==> config.mk <==
export PLATFORM = sky130hd
export DESIGN_NAME = freq_scan_ctrl
export DESIGN_NICKNAME = d
export VERILOG_FILES = /design/src/rtl/freq_scan_ctrl.sv
export SDC_FILE = /design/constraint.sdc
export NUM_CORES = 1
export LEC_CHECK = 0
export BUFFER_PORTS_ARGS = -buffer_cell sky130_fd_sc_hd__buf_2
export CAP_MARGIN = 20
export CORE_AREA = 10 10 90 92
export CTS_CLUSTER_DIAMETER = 200
export DETAILED_ROUTE_END_ITERATION = 10
export DIE_AREA = 0 0 100 102
export PLACE_DENSITY_LB_ADDON = 0.15
export SETUP_SLACK_MARGIN = 0.15
export SYNTH_ARGS = -nofsm -noshare
export SYNTH_HDL_FRONTEND = slang
export SYNTH_SLANG_ARGS = --single-unit
==> constraint.sdc <==
create_clock -name mclk -period 4.4 [get_ports mclk]
set_clock_uncertainty 0.15 [all_clocks]
set_input_delay 0.44 -clock mclk [delete_from_list [all_inputs] [get_ports mclk]]
set_output_delay 0.44 -clock mclk [all_outputs]
set_load 0.1 [all_outputs]
==> src/rtl/freq_scan_ctrl.sv <==
// Time-shared gated edge counter scanning NCH async inputs in index order.
// Define FREQ_SCAN_CONT_EN to chain scans when start is held through DONE.
module freq_scan_ctrl #(
  parameter int NCH           = 4,
  parameter int CW            = 12,
  parameter int GATE_CYCLES   = 50000000,
  parameter int SETTLE_CYCLES = 3,
  localparam int CHW = (NCH > 1) ? $clog2(NCH) : 1
) (
  input  logic           mclk,
  input  logic           rst,
  input  logic [NCH-1:0] sig,
  input  logic           start,
  input  logic [NCH-1:0] ch_mask,
  output logic           busy,
  output logic           done,
  output logic           result_valid,
  output logic [CW-1:0]  result,
  output logic [CHW-1:0] result_ch,
  output logic           result_sat
);

  localparam logic [2:0] S_IDLE   = 3'd0;
  localparam logic [2:0] S_SETTLE = 3'd1;
  localparam logic [2:0] S_GATE   = 3'd2;
  localparam logic [2:0] S_STORE  = 3'd3;
  localparam logic [2:0] S_DONE   = 3'd4;

  localparam logic [CW-1:0] CMAX = '1;
  localparam logic [31:0] SET_LD  = 32'(SETTLE_CYCLES - 1);
  localparam logic [31:0] GATE_LD = 32'(GATE_CYCLES - 1);

  logic [2:0]     state;
  logic [NCH-1:0] mask;
  logic [CHW-1:0] cur_ch;
  logic [31:0]    timer;
  logic           sync1, sync2, prev;
  logic [CW-1:0]  cnt, cnt_nxt;
  logic           sat, sat_nxt;
  logic           edge_det;
  logic [CHW:0]   first, nxt;

  // {found, index} of the lowest set bit of m at or above from
  function automatic logic [CHW:0] find_ch(
    input logic [NCH-1:0] m,
    input int             from
  );
    logic [CHW:0] r;
    r = '0;
    for (int i = NCH - 1; i >= 0; i--) begin
      if (m[i] && i >= from) r = {1'b1, CHW'(i)};
    end
    return r;
  endfunction

  assign first    = find_ch(ch_mask, 0);
  assign nxt      = find_ch(mask, int'(cur_ch) + 1);
  assign edge_det = sync2 & ~prev;

  always_comb begin
    cnt_nxt = cnt;
    if (edge_det && cnt != CMAX) cnt_nxt = cnt + 1'b1;
    sat_nxt = sat | (cnt_nxt == CMAX);
  end

  assign done = (state == S_DONE);

`ifdef FREQ_SCAN_CONT_EN
  assign busy = (state == S_SETTLE) || (state == S_GATE) ||
                (state == S_STORE) ||
                (state == S_DONE && start && first[CHW]);
`else
  assign busy = (state == S_SETTLE) || (state == S_GATE) ||
                (state == S_STORE);
`endif

  always_ff @(posedge mclk) begin
    if (rst) begin
      state        <= S_IDLE;
      mask         <= '0;
      cur_ch       <= '0;
      timer        <= '0;
      sync1        <= 1'b0;
      sync2        <= 1'b0;
      prev         <= 1'b0;
      cnt          <= '0;
      sat          <= 1'b0;
      result       <= '0;
      result_ch    <= '0;
      result_sat   <= 1'b0;
      result_valid <= 1'b0;
    end else begin
      // prev tracks sync2 always, so the last SETTLE cycle primes it
      sync1        <= sig[cur_ch];
      sync2        <= sync1;
      prev         <= sync2;
      result_valid <= 1'b0;
      unique case (state)
        S_IDLE: begin
          if (start) begin
            mask <= ch_mask;
            if (first[CHW]) begin
              state  <= S_SETTLE;
              cur_ch <= first[CHW-1:0];
              timer  <= SET_LD;
            end else begin
              state <= S_DONE;
            end
          end
        end
        S_SETTLE: begin
          if (timer == '0) begin
            state <= S_GATE;
            timer <= GATE_LD;
            cnt   <= '0;
            sat   <= 1'b0;
          end else begin
            timer <= timer - 1'b1;
          end
        end
        S_GATE: begin
          cnt <= cnt_nxt;
          sat <= sat_nxt;
          if (timer == '0) begin
            state        <= S_STORE;
            result       <= cnt_nxt;
            result_sat   <= sat_nxt;
            result_ch    <= cur_ch;
            result_valid <= 1'b1;
          end else begin
            timer <= timer - 1'b1;
          end
        end
        S_STORE: begin
          if (nxt[CHW]) begin
            state  <= S_SETTLE;
            cur_ch <= nxt[CHW-1:0];
            timer  <= SET_LD;
          end else begin
            state <= S_DONE;
          end
        end
        S_DONE: begin
`ifdef FREQ_SCAN_CONT_EN
          if (start) begin
            mask <= ch_mask;
            if (first[CHW]) begin
              state  <= S_SETTLE;
              cur_ch <= first[CHW-1:0];
              timer  <= SET_LD;
            end else begin
              state <= S_IDLE;
            end
          end else begin
            state <= S_IDLE;
          end
`else
          state <= S_IDLE;
`endif
        end
        default: state <= S_IDLE;
      endcase
    end
  end

endmodule
==> impl_metrics.env <==
export IMPL_status="finished, final reports clean"
export IMPL_dp_cells=581
export IMPL_p_int_mw=1.84
export IMPL_rows=29
export IMPL_root_buffer="clkbuf_8"
export IMPL_cts_sinks=72
export IMPL_dp_slack_ns=1.10
export IMPL_period_share=0.759
export IMPL_tightest_slew_ns=1.02
export IMPL_h_tree_depth=3
export IMPL_post_drt_via_cell_ratio=6.35
export IMPL_port_buffers=28
export IMPL_cp_arrival_ns=3.46
export IMPL_drc=0
export IMPL_synth_top_cells_by_area="dfxtp_1, a21oi_1, nor2_1"
export IMPL_synth_top_cell_area_share=0.363
export IMPL_relSlewSlack=0.315
export IMPL_cts_repair_resized=0
export IMPL_synth_compound_area_frac=0.187
export IMPL_antennaDiodeCount=0
export IMPL_nNetsFinal=530
export IMPL_initial_core_util=0.633
export IMPL_cp_max_fo=17
export IMPL_core_area_sq_um=6280
export IMPL_dr_pass1_iters=4
export IMPL_ys_seq_area_frac=0.363
export IMPL_track_usage=0.194
export IMPL_drive_gt1_frac=0.146
export IMPL_ios=29
export IMPL_clockBufferDepth=2
export IMPL_pwr_share_seq=0.271
export IMPL_die_h_microns=102
export IMPL_regArea_sq_um=1440
export IMPL_setup_slack_ns=1.06
export IMPL_fmax_mhz=299
export IMPL_leakage_nw=1.55
export IMPL_placed_area_sq_um=4110
export IMPL_hold_viol=0
export IMPL_comb_power_share=0.601
export IMPL_synth_fa_ha_area_frac=0.00945
export IMPL_cts_buffers=9
export IMPL_place_congestion=0.995
export IMPL_post_cts_buffers=0
export IMPL_p_total_mw=3.67
export IMPL_detail_route_antenna_nets=0
export IMPL_grt_start_max_net_pins=28
export IMPL_synth_edf_count=0
export IMPL_dieWidth_microns=100
export IMPL_powerDensity_nw_per_um2=855
export IMPL_globalRouteOverflowTotal=0
export IMPL_synthArstFlopShare=0
export IMPL_avgSynthCellArea_sq_um=7.93
export IMPL_hold_class="in2reg"
export IMPL_syn_area_sq_um=3970
export IMPL_yosysTopAreaCell="dfxtp_1"
export IMPL_yosys_area_share_simple=0.321
export IMPL_cts_hold_fix_buffers=0
export IMPL_die_area_sq_um=10200
export IMPL_finalSetupViolations=0
export IMPL_synth_top_family_by_area="simple AND/OR/NAND/NOR gates"
export IMPL_drv_slew=0
export IMPL_synth_xor_area_frac=0.0441
export IMPL_grt_pass1_wl_microns=16500
export IMPL_peakVddDrop_mv=0.884
export IMPL_fin_setup_tns_ns=0
export IMPL_clkLatencyLatePin_ns=0.35
export IMPL_switching_power_mw=1.83
export IMPL_fillers=519
export IMPL_wl_per_cell_microns=16.4
export IMPL_final_util=0.683
export IMPL_cp_end_kind="flip-flop"
export IMPL_maxCapViolCount=0
export IMPL_antenna_found_initial=0
export IMPL_finalNonFillerCells=597
export IMPL_startpoint_type="flip-flop"
export IMPL_vias=3790
export IMPL_ys_types=64
export IMPL_critical_path_required_ns=4.52
export IMPL_clk_pin_slew_worst_paths_ns=0.07
export IMPL_routed_wl_microns=9810
export IMPL_yosys_mux_area_fraction=0.0293
export IMPL_ys_seq_elements=72
export IMPL_crit_type="reg2reg"
export IMPL_cts_tree="built"
export IMPL_syn_nets=515
export IMPL_finalCriticalPeriod_ns=3.34
export IMPL_drtIter0Drc=189
export IMPL_hold_slack_ns=0.245
export IMPL_rsz0062_at_grt="no"
export IMPL_synth_main_ff_cell="dfxtp_1"
export IMPL_multiInputGateArea_sq_um=2350
export IMPL_grt_pass1_vias=3518
export IMPL_postLayoutCellArea_sq_um=4290
export IMPL_hpwlAfterDp_microns=7050
export IMPL_swShare=0.498
export IMPL_clkPwrFrac=0.127
export IMPL_yosys_warnings=0
export IMPL_syn_to_final_growth_pct=7.87
export IMPL_syn_inst=501
sequential cells by signal, summed over array words and instances (netlist names):
signal        count
cnt              12
cur_ch            2
mask              3
prev              1
result           12
result_ch         2
result_sat        1
result_valid      1
sat               1
state             3
sync1             1
sync2             1
timer            32
synth_stat cells, drive strengths merged (3+ instances only):
cell and n:
mux2 3, nand4 11, nor4 21, o22ai 3, or3 6, o31a 4
xnor2 16, and2 4, mux2i 6, buf 9, nor3 30, a22o 5
a22oi 3, a211oi 10, nand2b 5, ha 3, or2 7, o41ai 3
o31ai 3, or4 12, clkbuf 21, nor4b 3, inv 12, nand3 15
a21oi 48, nand2 53, nor2b 5, xor2 4, o21ai 17, dfxtp 72
nor2 57
worst max-delay path: stages, from the launching register on:
cell and delay [ns]:
dfxtp_1 0.36, or4_4 0.56, or4_4 0.50, nor4_4 0.71, or2_1 0.61, o21ai_0 0.20, a21oi_1 0.17
cells by family (layout without fill, tap and decap cells):
kind of cell,count (synthesis),count (layout)
AOI/OAI and AO/OA,114,114
muxes,10,10
xor gates and xnor gates,20,20
adders and majority gates,3,3
DFF,72,72
and+or+nand+nor,240,240
buffers and inverters,42,61
placed cells by master (no fill, tap or decap), drive strengths merged, types with 3 or more instances in the layout:
cell,n
nand3,15
or2,7
or3,6
nor4,21
a22o,5
o41ai,3
nand2,53
nor2b,5
o31a,4
dfxtp,72
xnor2,16
nand4,11
a211oi,10
nor4b,3
and2,4
or4,12
nor3,30
nor2,57
buf,34
a22oi,3
clkbuf,12
xor2,4
o31ai,3
nand2b,5
mux2i,6
inv,12
a21oi,48
ha,3
mux2,3
o21ai,17
o22ai,3
area by class of cell:
cell class                 count  share of cell area
inverter                      12              0.0105
clock buffer                  12              0.0362
clock inverter                 3             0.00409
timing repair buffer          34              0.0432
tap                           77              0.0225
multi-input combinational    387               0.547
sequential                    72               0.336
layer usage:
| layer | part of all wire | global-route usage |
|---|---|---|
| met1 | 0.41 | 0.225 |
| met2 | 0.50 | 0.337 |
| met3 | 0.069 | 0.0452 |
| met4 | 0.021 | 0.0826 |
| met5 | 0 | 0 |
power by group through the flow:
stage	clock (mW)	sequential, mW	combinational (mW)
final	0.466	0.995	2.20
after global placement	0	0.992	2.11
after floorplan	0	0.952	1.80
after CTS	0.476	0.990	2.16
after global routing	0.499	1.02	2.43
after detailed placement	0	1.00	2.16
worst paths after layout:
path / from / to / cells past startpoint / slack, ns
worst max-delay path: timer[24] / timer[7] / 6 / 1.06
worst min-delay path: ch_mask[2] / mask[2] / 3 / 0.25
worst max register to register: timer[24] / timer[7] / 6 / 1.06
worst min register to register: result[2] / result[2] / 2 / 0.30
No activity file was read; power rests on OpenSTA's default activity.
